`src/rtl/buzzer_tone_gen_if.sv`:
```
// Request/status bundle for buzzer_tone_gen: level-held tone request in, registered status out.
interface buzzer_tone_gen_if;
    // Level protocol, no valid/ready: i_en/i_freq are sampled every rising edge and
    // held by the requester for as long as the tone is wanted; outputs are registered.
    logic [15:0] i_freq;
    logic        i_en;
    logic        o_buzz;
    logic        o_busy;
    logic        o_active;
    logic [1:0]  dbg_state;

    modport master (
        output i_freq,
        output i_en,
        input  o_buzz,
        input  o_busy,
        input  o_active,
        input  dbg_state
    );

    modport slave (
        input  i_freq,
        input  i_en,
        output o_buzz,
        output o_busy,
        output o_active,
        output dbg_state
    );
endinterface

```
`src/rtl/buzzer_tone_gen.sv`:
```
// Piezo square-wave generator: a serial restoring divider turns a frequency in Hz into a
// half-period in clocks, then a counter toggles o_buzz every half-period.
module buzzer_tone_gen #(
    parameter int unsigned CLK_HZ   = 100_000_000,
    parameter int unsigned MIN_FREQ = 20,
    parameter int unsigned MAX_FREQ = 20000
) (
    input  logic               i_clk,
    input  logic               i_reset,
    buzzer_tone_gen_if.slave   bus
);

    typedef enum logic [1:0] {
        S_IDLE   = 2'd0,
        S_DIVIDE = 2'd1,
        S_PLAY   = 2'd2
    } state_e;

    localparam logic [31:0] DIVIDEND = 32'(CLK_HZ);
    localparam logic [15:0] MIN_F    = 16'(MIN_FREQ);
    localparam logic [15:0] MAX_F    = 16'(MAX_FREQ);

    state_e      state_q, state_d;
    logic [15:0] f_lat_q, f_lat_d;
    logic [31:0] hp_q, hp_d;
    logic [31:0] cnt_q, cnt_d;
    logic [31:0] dvd_q, dvd_d;
    logic [17:0] rem_q, rem_d;
    logic [31:0] quo_q, quo_d;
    logic [4:0]  bit_cnt_q, bit_cnt_d;
    logic        buzz_q, buzz_d;
    logic        busy_q, busy_d;
    logic        active_q, active_d;

    logic        in_range;
    logic        start_div;
    logic [17:0] divisor;
    logic [18:0] rem_shift;
    logic [18:0] rem_sub;
    logic        quo_bit;

    assign in_range = (bus.i_freq >= MIN_F) && (bus.i_freq <= MAX_F);

    // Divisor is 2*f_lat so the quotient is directly the half-period in clocks.
    assign divisor   = {1'b0, f_lat_q, 1'b0};
    assign rem_shift = {rem_q, dvd_q[31]};
    assign rem_sub   = rem_shift - {1'b0, divisor};
    assign quo_bit   = (rem_shift >= {1'b0, divisor});

    always_ff @(posedge i_clk or posedge i_reset) begin
        if (i_reset) begin
            state_q   <= S_IDLE;
            f_lat_q   <= '0;
            hp_q      <= '0;
            cnt_q     <= '0;
            dvd_q     <= '0;
            rem_q     <= '0;
            quo_q     <= '0;
            bit_cnt_q <= '0;
            buzz_q    <= 1'b0;
            busy_q    <= 1'b0;
            active_q  <= 1'b0;
        end else begin
            state_q   <= state_d;
            f_lat_q   <= f_lat_d;
            hp_q      <= hp_d;
            cnt_q     <= cnt_d;
            dvd_q     <= dvd_d;
            rem_q     <= rem_d;
            quo_q     <= quo_d;
            bit_cnt_q <= bit_cnt_d;
            buzz_q    <= buzz_d;
            busy_q    <= busy_d;
            active_q  <= active_d;
        end
    end

    always_comb begin
        state_d   = state_q;
        f_lat_d   = f_lat_q;
        hp_d      = hp_q;
        cnt_d     = cnt_q;
        dvd_d     = dvd_q;
        rem_d     = rem_q;
        quo_d     = quo_q;
        bit_cnt_d = bit_cnt_q;
        buzz_d    = buzz_q;
        busy_d    = busy_q;
        active_d  = active_q;
        start_div = 1'b0;

        case (state_q)
            S_IDLE: begin
                buzz_d   = 1'b0;
                busy_d   = 1'b0;
                active_d = 1'b0;
                if (bus.i_en && in_range) begin
                    start_div = 1'b1;
                end
            end

            S_DIVIDE: begin
                if (!bus.i_en) begin
                    state_d   = S_IDLE;
                    dvd_d     = '0;
                    rem_d     = '0;
                    quo_d     = '0;
                    bit_cnt_d = '0;
                    buzz_d    = 1'b0;
                    busy_d    = 1'b0;
                    active_d  = 1'b0;
                end else begin
                    rem_d     = quo_bit ? rem_sub[17:0] : rem_shift[17:0];
                    dvd_d     = {dvd_q[30:0], 1'b0};
                    quo_d     = {quo_q[30:0], quo_bit};
                    bit_cnt_d = bit_cnt_q + 5'd1;
                    if (bit_cnt_q == 5'd31) begin
                        state_d  = S_PLAY;
                        hp_d     = {quo_q[30:0], quo_bit};
                        cnt_d    = '0;
                        buzz_d   = 1'b0;
                        busy_d   = 1'b0;
                        active_d = 1'b1;
                    end
                end
            end

            S_PLAY: begin
                if (!bus.i_en || !in_range) begin
                    state_d  = S_IDLE;
                    cnt_d    = '0;
                    buzz_d   = 1'b0;
                    busy_d   = 1'b0;
                    active_d = 1'b0;
                end else if (bus.i_freq != f_lat_q) begin
                    start_div = 1'b1;
                end else if (cnt_q == hp_q - 32'd1) begin
                    buzz_d = ~buzz_q;
                    cnt_d  = '0;
                end else begin
                    cnt_d = cnt_q + 32'd1;
                end
            end

            default: begin
                state_d  = S_IDLE;
                buzz_d   = 1'b0;
                busy_d   = 1'b0;
                active_d = 1'b0;
            end
        endcase

        if (start_div) begin
            state_d   = S_DIVIDE;
            f_lat_d   = bus.i_freq;
            dvd_d     = DIVIDEND;
            rem_d     = '0;
            quo_d     = '0;
            bit_cnt_d = '0;
            cnt_d     = '0;
            buzz_d    = 1'b0;
            busy_d    = 1'b1;
            active_d  = 1'b0;
        end
    end

    assign bus.o_buzz    = buzz_q;
    assign bus.o_busy    = busy_q;
    assign bus.o_active  = active_q;
    assign bus.dbg_state = state_q;

endmodule

```
`src/flat_wrapper.sv`:
```
// flat-port wrapper written by rule: the top's interface ports become plain ports
module buzzer_tone_gen_flat 
#(
    parameter int unsigned CLK_HZ   = 100_000_000,
    parameter int unsigned MIN_FREQ = 20,
    parameter int unsigned MAX_FREQ = 20000
)
  (i_clk, i_reset, bus_i_freq, bus_i_en, bus_o_buzz, bus_o_busy, bus_o_active, bus_dbg_state);
  buzzer_tone_gen_if bus_i ();
  input  logic i_clk;
  input  logic i_reset;
  input wire logic [$bits(bus_i.i_freq)-1:0] bus_i_freq;
  input wire logic [$bits(bus_i.i_en)-1:0] bus_i_en;
  output wire logic [$bits(bus_i.o_buzz)-1:0] bus_o_buzz;
  output wire logic [$bits(bus_i.o_busy)-1:0] bus_o_busy;
  output wire logic [$bits(bus_i.o_active)-1:0] bus_o_active;
  output wire logic [$bits(bus_i.dbg_state)-1:0] bus_dbg_state;
  assign bus_i.i_freq = bus_i_freq;
  assign bus_i.i_en = bus_i_en;
  assign bus_o_buzz = bus_i.o_buzz;
  assign bus_o_busy = bus_i.o_busy;
  assign bus_o_active = bus_i.o_active;
  assign bus_dbg_state = bus_i.dbg_state;
  buzzer_tone_gen #(.CLK_HZ(CLK_HZ), .MIN_FREQ(MIN_FREQ), .MAX_FREQ(MAX_FREQ)) u_core (.i_clk(i_clk), .i_reset(i_reset), .bus(bus_i));
endmodule
```
`config.mk`:
```
export PLATFORM = sky130hd
export DESIGN_NAME = buzzer_tone_gen_flat
export DESIGN_NICKNAME = d
export VERILOG_FILES = /design/src/rtl/buzzer_tone_gen_if.sv /design/src/rtl/buzzer_tone_gen.sv /design/src/flat_wrapper.sv
export SDC_FILE = /design/constraint.sdc
export NUM_CORES = 1
export LEC_CHECK = 0
export CORE_ASPECT_RATIO = 0.9
export CORE_MARGIN = 2
export CORE_UTILIZATION = 69
export CTS_CLUSTER_SIZE = 8
export DETAILED_ROUTE_END_ITERATION = 7
export DONT_BUFFER_PORTS = 1
export PLACE_DENSITY = 0.85
export SLEW_MARGIN = 20
export SYNTH_ARGS = -nofsm -noshare
export SYNTH_HDL_FRONTEND = slang
export SYNTH_SLANG_ARGS = --single-unit
```
`constraint.sdc`:
```
create_clock -name i_clk -period 8.6 [get_ports i_clk]
set_input_delay 0.86 -clock i_clk [delete_from_list [all_inputs] [get_ports i_clk]]
set_output_delay 0.86 -clock i_clk [all_outputs]
set_load 0.01 [all_outputs]
```
# Word-level counts from Yosys, hierarchy flattened
# Index checks and enable logic that the tools add are counted.
# word_totals
regBits,171
in_bits,19
elab_cells,87
# op_classes
add_sub_neg,4
magnitude_cmp,3
eq_ne,12
mux,43
bitwise,1
n_reduce_logical,13
# ops
op,count
two-way mux 32 bit,9
two-way mux 31 bit,3
two-way mux 18 bit,4
one-hot mux 32 bit (2 select lines),1
adder 32 x 1 -> 32 bit (second input constant),1
== test 32 bit,1
subtractor 32 x 1 -> 32 bit (second input constant),1
>= comparator 19 x 17 -> 1 bit,1
subtractor 18 x 17 -> 18 bit,1
>= comparator 16 x 5 -> 1 bit (second input constant),1
<= comparator 16 x 15 -> 1 bit (second input constant),1
inequality test 16 bit,1
two-way mux 5 bit,3
two-way mux 1 bit,14
AND reduction 3 bit,3
two-way mux 2 bit,4
inequality test 4 x 2 -> 1 bit (second input constant),2
one-hot mux 1 bit (2 select lines),4
inequality test 3 x 1 -> 1 bit (second input constant),2
one-hot mux 2 bit (3 select lines),1
adder 5 x 1 -> 5 bit (second input constant),1
== test 5 bit (second input constant),1
inequality test 4 x 1 -> 1 bit (second input constant),1
AND reduction 4 bit,1
other kinds (12),14

# Longest topological paths before layout
# Gate-level depths: netlist of run 1.
# depth
depth_word,8
mapped_depth,13
ltp_nobuf,11

# Worst setup path before layout of run 1
# No wires, ideal clock.
# synth_path
path_type,input-to-reg
start,input bus_i_freq[3]
end,register u_core.rem_q[14]
setup_ps,69
arrival_time_ps,3080
t_required_ps,8531
setup_slack_ps,5450
stages,10
path_buffers,3
path_cell_list,xor2_1 > nor4_1 > nand4_1 > o2111ai_1 > and3_1 > clkbuf_1 > clkbuf_1 > buf_1 > o211ai_1 > nand3_1
# synth_between
elab_chain_len,7
elab_cells_between_ends,13
classes_between,order compare (2); eq/ne (1); mux (5); reduce/logical (5)
# synth_rtl
element,line_no,text
start: declaration,flat_wrapper.sv:12,input wire logic [$bits(bus_i.i_freq)-1:0] bus_i_freq;
>= comparator 16 x 5 -> 1 bit or <= comparator 16 x 15 -> 1 bit (tied branches),buzzer_tone_gen.sv:42,assign in_range = (bus.i_freq >= MIN_F) && (bus.i_freq <= MAX_F);
logical AND 1 bit,buzzer_tone_gen.sv:42,
logical NOT 1 bit,buzzer_tone_gen.sv:129,if (!bus.i_en || !in_range) begin
logical OR 1 bit,buzzer_tone_gen.sv:129,
two-way mux 1 bit,buzzer_tone_gen.sv:129,
one-hot mux 1 bit (2 select lines) (*),buzzer_tone_gen.sv:92,case (state_q)
two-way mux 18 bit or nonzero test 2 bit (tied branches),-,
end signal: assignment,buzzer_tone_gen.sv:69,rem_q <= rem_d;
end: declaration,buzzer_tone_gen.sv:28,"logic [17:0] rem_q, rem_d;"
# Mark *: on every way between the ends. The rest lies on a longest branch, timed or not.
# A chain may end at the register's enable or synchronous reset.

# Worst setup path in the final report of run 1
# layout_path
start,register u_core.hp_q[0]
end,"register u_core.buzz_q, in the netlist u_core.bus.o_buzz"
# layout_between
elab_chain_len,4
# layout_rtl
element,line_no,text
start: declaration,buzzer_tone_gen.sv:25,"logic [31:0] hp_q, hp_d;"
start signal: assignment,buzzer_tone_gen.sv:66,hp_q <= hp_d;
subtractor 32 x 1 -> 32 bit,buzzer_tone_gen.sv:137,end else if (cnt_q == hp_q - 32'd1) begin
== test 32 bit,buzzer_tone_gen.sv:137,
inequality test 4 x 1 -> 1 bit (no source line),-,
AND reduction 3 bit (no source line),-,
end signal: assignment,buzzer_tone_gen.sv:72,buzz_q <= buzz_d;
end: declaration,buzzer_tone_gen.sv:31,"logic buzz_q, buzz_d;"
# Every way passes these cells.

==> flow_metrics.env, run 1 <==
export IMPL_postSynthAreaPerCell_sq_um=9.505
export IMPL_vias=7589
export IMPL_fin_skew_ps=15.33
export IMPL_yosys_top_cells_area="dfrtp_1 (43%), mux2_2 (5.6%), nand2_1 (5.2%), xor2_1 (4.2%), a22o_1 (4.1%)"
export IMPL_clk_pin_slew_worst_paths_ps=70
export IMPL_dr_first_iter_drc_count=679
export IMPL_worst_pin_slew_ps=1053
export IMPL_wirelength_microns=20840
export IMPL_timing_setup_tns_ps=0
export IMPL_cts_buffer_depth=2
export IMPL_final_layout_size_suffix_gt1_share_pct=11.23
export IMPL_seqCellArea_sq_um=4079
export IMPL_max_slew_margin_pct=29.53
export IMPL_port_buffers=0
export IMPL_cp_max_fo=23
export IMPL_netlist_area_sq_um=9429
export IMPL_rsz0062_at_grt="false"
export IMPL_syn2layout_area_growth_pct=6.768
export IMPL_first_pass_iters=6
export IMPL_worstPathRequired_ps=8980
export IMPL_dpl_hpwl_microns=13960
export IMPL_wl_per_cell_microns=18.30
export IMPL_ctsResizeCount=0
export IMPL_final_cell_mix="dfrtp_1 (163), nand2_1 (131), o21ai_0 (55)"
export IMPL_pre_cts_slack_ps=4781
export IMPL_fillCellCount=942
export IMPL_grt_ovfl_total=0
export IMPL_synthDistinctLibCells=71
export IMPL_synth_seq_area_share_pct=43.26
export IMPL_drv_slew=0
export IMPL_period_minus_slack_ps=3834
export IMPL_fin_area_sq_um=10070
export IMPL_final_common_cell="dfrtp_1"
export IMPL_start_util_pct=70.56
export IMPL_regToRegSetupSlack_ps=4770
export IMPL_hp_class="in2async"
export IMPL_antenna_found_initial=0
export IMPL_synth_top_cell_area_share_pct=43.26
export IMPL_finalWorstSetupSlack_ps=4766
export IMPL_power_density_nw_per_um2=266.1
export IMPL_die_y_microns=114.9
export IMPL_cts_root_buffer="clkbuf_16"
export IMPL_synthFlopType="dfrtp_1"
export IMPL_grt_use_total_pct=30.28
export IMPL_io_pins=24
export IMPL_multi_input_area_sq_um=5016
export IMPL_clkLatencyLatePin_ps=440
export IMPL_cts_setup_buffers=0
export IMPL_grt_pass1_vias=7216
export IMPL_place_congestion=0.9049
export IMPL_nets=1001
export IMPL_drc=0
export IMPL_ctsHoldBuffers=0
export IMPL_diodes=0
export IMPL_end_kind="register"
export IMPL_synth_top_area_cell="dfrtp_1"
export IMPL_clkSinkCount=163
export IMPL_ys_ff_latch=163
export IMPL_placed_area_sq_um=9495
export IMPL_outcome="finished clean"
export IMPL_yosys_warnings=0
export IMPL_grt_pass1_wl_microns=35310
export IMPL_synthCells=992
export IMPL_grt_max_degree=101
export IMPL_path_class="reg2reg"
export IMPL_max_vdd_ir_drop_uv=230.0
export IMPL_async_flop_share_pct=100.0
export IMPL_drv_cap=0
export IMPL_synth_edf_count=0
export IMPL_fin_crit_sh_pct=44.58
export IMPL_cts_tree="built"
export IMPL_synth_nets=1035
export IMPL_worstPathArrival_ps=4210
export IMPL_leakage_nw=4.721
export IMPL_vias_per_cell=6.663
export IMPL_setup_viol=0
export IMPL_cts_htree_levels=4
export IMPL_fmax_mhz=260.9
export IMPL_dieWidth_microns=127.2
export IMPL_core_area_sq_um=13360
export IMPL_antenna_left=0
export IMPL_holdWs_ps=435.1
export IMPL_worstSetupStartpointType="register"
export IMPL_cts_buffers=17
export IMPL_placementRows=40
export IMPL_hold_viol=0
export IMPL_die_area_sq_um=14620
==> state kept, by name (all words and copies together) (netlist names) <==
name	flops
u_core.bit_cnt_q	5
u_core.bus.dbg_state	2
u_core.bus.o_active	1
u_core.bus.o_busy	1
u_core.bus.o_buzz	1
u_core.cnt_q	32
u_core.dvd_q	24
u_core.f_lat_q	16
u_core.hp_q	32
u_core.quo_q	31
u_core.rem_q	18
==> power by group <==
part           total [W]  switching, W  internal [W]
clock network   0.000748      0.000340      0.000409
registers       0.000991      0.000106      0.000885
logic           0.000940      0.000601      0.000339
total            0.00268       0.00105       0.00163
==> synthesized netlist by cell type (all sizes together), types with 10 or more instances <==
master  number
xnor2       29
nand3       31
nor2        39
a21oi       20
o211ai      20
nor4        34
and2        10
nand4       33
inv         36
mux2        47
and3        19
or4         12
nor3        22
dfrtp      163
nand2b      12
or3         11
nand2      131
o31ai       10
clkbuf      52
o21ai       56
xor2        45
ha          23
a22o        44
==> layer usage <==
layer  track usage, %  share of wire (%)
met3            6.468                5.5
met5                0                  0
met1            42.57                 45
met2            46.99                 46
met4            11.43                2.8
==> cell type report <==
| class | instances | area share [%] |
|---|---|---|
| Tap cell | 168 | 2.088 |
| Clock buffer | 19 | 4.300 |
| Inverter | 36 | 1.392 |
| Sequential cell | 163 | 40.52 |
| Multi-Input combinational cell | 733 | 49.83 |
| Timing Repair Buffer | 7 | 0.5220 |
| Clock inverter | 13 | 1.355 |
==> cell families after synthesis <==
group                      synth area share, %
and+or+nand+nor                          22.27
AOI/OAI and AO/OA                        14.60
DFF                                      43.26
buffers and inverters                    3.914
xor gates and xnor gates                 6.874
muxes                                    5.825
adders and majority gates                3.264
==> worst paths after layout <==
kind                                               from                            end  cells after the start
setup / recovery             u_core.hp_q[0]$_DFFE_PP0P_  u_core.bus.o_buzz$_DFFE_PP0P_                     10
min in group i_clk         u_core.dvd_q[10]$_DFFE_PP0P_   u_core.dvd_q[11]$_DFFE_PP0P_                      1
setup reg to reg             u_core.hp_q[0]$_DFFE_PP0P_  u_core.bus.o_buzz$_DFFE_PP0P_                     10
max in group asynchronous                       i_reset   u_core.dvd_q[15]$_DFFE_PP0P_                      2
hold / removal                                  i_reset     u_core.hp_q[2]$_DFFE_PP0P_                      1
hold reg to reg            u_core.dvd_q[10]$_DFFE_PP0P_   u_core.dvd_q[11]$_DFFE_PP0P_                      1
==> critical path, cell delays in order, from the launching register on <==
cell and delay [ps]:
dfrtp_1 460, inv_1 90, ha_1 240, nor3b_2 470, nand4_1 350, nor4_1 390, o211ai_1 160, nor4_2 310
nand4_2 530, or4_1 680, nand3_1 100
==> stage by stage <==
step,instances,total power [W],utilization (%)
after floorplan,992,0.001708,-
after global placement,1107,0.001896,71.06
after detailed placement,1107,0.001927,71.06
after CTS,1139,0.002673,75.32
after global routing,1139,0.002843,75.34
final,1139,0.002679,75.34
(Power assumes the default switching activity.)
==> inputs of run 2 (changes only) <==
CORE_UTILIZATION = 64   (was 69)
PLACE_DENSITY = 0.8   (was 0.85)
clock period = 3.7 ns   (was 8.6 ns; I/O delays follow)
==> flow_metrics.env, run 2 (synthesis results as in run 1) <==
export IMPL_regToRegSetupSlack_ps=370
export IMPL_port_buffers=0
export IMPL_fin_crit_sh_pct=89.98
export IMPL_wirelength_microns=21370
export IMPL_clk_pin_slew_worst_paths_ps=60
export IMPL_power_w=0.006470
export IMPL_place_congestion=0.9089
export IMPL_syn2layout_area_growth_pct=9.687
export IMPL_max_vdd_ir_drop_uv=469.6
export IMPL_timing_rr_start="u_core.hp_q[14]$_DFFE_PP0P_"
export IMPL_outcome="finished clean"
export IMPL_worstPathRequired_ps=4030
export IMPL_p_sw_share_pct=37.11
export IMPL_crit_buf_inv=1
export IMPL_hp_class="in2reg"
export IMPL_max_slew_margin_pct=47.17
export IMPL_worst_pin_slew_ps=787.6
export IMPL_antenna_found_initial=0
export IMPL_finalWorstSetupSlack_ps=370.7
export IMPL_grt_use_total_pct=28.14
export IMPL_grt_ovfl_total=0
export IMPL_grt_max_degree=80
export IMPL_cts_root_buffer="clkbuf_16"
export IMPL_clkSinkCount=163
export IMPL_p_int_w=0.004069
export IMPL_crit_chain="or4_1 > nand4b_4 > or3_1 > and4_1 > or3_1 > nand4_2 > buf_4 > nand2_1 > o31ai_1"
export IMPL_min_from="bus_i_freq[12]"
export IMPL_reg2reg_depth=9
export IMPL_p_switching_w=0.002401
export IMPL_pre_cts_slack_ps=405.5
export IMPL_power_frac_seq_pct=35.4
export IMPL_nets=1020
export IMPL_cp_slowest_cell="or4_1"
export IMPL_fin_skew_ps=11.96
export IMPL_cts_buffers=17
export IMPL_leakage_nw=4.848
export IMPL_final_common_cell="dfrtp_1"
export IMPL_timing_setup_tns_ps=0
export IMPL_antenna_left=0
export IMPL_cp_max_fo=18
export IMPL_power_density_nw_per_um2=625.6
export IMPL_worstSetupStartpointType="register"
export IMPL_rsz0062_at_grt="false"
export IMPL_die_area_sq_um=15720
export IMPL_vias=7504
export IMPL_worstPathArrival_ps=3660
export IMPL_cts_buffer_depth=2
export IMPL_path_class="reg2reg"
export IMPL_fmax_mhz=300.4
export IMPL_period_minus_slack_ps=3329
export IMPL_cp_startpoint="u_core.hp_q[14]$_DFFE_PP0P_"
export IMPL_dieWidth_microns=131.9
export IMPL_drc=0
export IMPL_critical_path_max_stage_delay_ps=630
export IMPL_grt_pass1_vias=7195
export IMPL_drv_slew=0
export IMPL_end_kind="register"
export IMPL_wl_per_cell_microns=17.99
export IMPL_drv_cap=0
export IMPL_path_delay_family="simple AND/OR/NAND/NOR gates"
export IMPL_clockPowerShare_pct=29.1
export IMPL_hold_end="u_core.f_lat_q[12]$_DFFE_PP0N_"
export IMPL_grt_pass1_wl_microns=35580
export IMPL_crit_top_cell="or3_1"
export IMPL_min_path_cells=1
export IMPL_placementRows=42
export IMPL_start_util_pct=64.78
export IMPL_hold_viol=0
export IMPL_dpl_hpwl_microns=15070
export IMPL_largestRegisters="u_core.cnt_q: 32 flops, u_core.hp_q: 32 flops, u_core.quo_q: 31 flops"
export IMPL_final_cell_mix="dfrtp_1 (163), nand2_1 (131), o21ai_0 (55)"
export IMPL_cts_htree_levels=4
export IMPL_rr_endpoint="u_core.cnt_q[1]$_DFFE_PP0P_"
export IMPL_core_area_sq_um=14560
export IMPL_ctsResizeCount=0
export IMPL_holdWs_ps=90.73
export IMPL_die_y_microns=119.2
export IMPL_final_layout_size_suffix_gt1_share_pct=12.83
export IMPL_cts_tree="built"
export IMPL_clkLatencyLatePin_ps=430
export IMPL_setup_viol=0
export IMPL_combPwrFrac_pct=35.5
export IMPL_first_pass_iters=7
export IMPL_diodes=0
export IMPL_vias_per_cell=6.316
export IMPL_dr_first_iter_drc_count=620
export IMPL_io_pins=24
run 2: cell type report:
type	instances	area (sq um)
multi-input cells	733	5014
fillers	1058	4214
flip-flops and latches	163	4079
clock buffers	18	429.2
well taps	198	247.7
repair buffers	26	235.2
clock inverters	14	198.9
inverters	36	138.9
run 2: worst reg2reg max path, stage by stage (launching register included):
cell      delay (ps)
dfrtp_1          430
or4_1            630
nand4b_4         350
or3_1            420
and4_1           190
or3_1            360
nand4_2          220
buf_4            240
nand2_1          150
o31ai_1          230
run 2: per-layer routing:
layer	vias to the layer above	global-route usage, %	wire [microns]
li1	3591	-	-
met3	39	6.897	1060
met1	3663	36.83	9478
met2	211	45.93	10350
met5	-	0	0
met4	0	9.851	477
run 2: timing repair:
item	in CTS	in global routing
endpoints found under the hold margin	20	0
hold buffers	1	0
setup buffers	0	0
endpoints found under the setup margin	0	0
run 2: worst max path at each step:
stage,to,depth (start not counted)
4_1_cts,u_core.cnt_q[1]$_DFFE_PP0P_,9
3_3_place_gp,u_core.cnt_q[1]$_DFFE_PP0P_,9
3_5_place_dp,u_core.cnt_q[1]$_DFFE_PP0P_,9
2_1_floorplan,u_core.bus.o_buzz$_DFFE_PP0P_,10
5_1_grt,u_core.cnt_q[12]$_DFFE_PP0P_,11
6_report,u_core.cnt_q[1]$_DFFE_PP0P_,9
run 2: metrics by stage:
step,utilization (%),cell area (sq um),cells
6_report,71.05,10340,1188
5_1_grt,71.05,10340,1188
4_1_cts,71.05,10340,1188
3_5_place_dp,66.67,9704,1155
3_3_place_gp,66.67,9704,1155
2_1_floorplan,-,9433,992
run 2: power by group through the flow:
stage	clock (W)	sequential [W]	combinational, W
after global placement	0	0.00230	0.00221
final	0.00188	0.00229	0.00229
after global routing	0.00199	0.00233	0.00252
after detailed placement	0	0.00232	0.00225
after floorplan	0	0.00225	0.00172
after CTS	0.00191	0.00229	0.00227
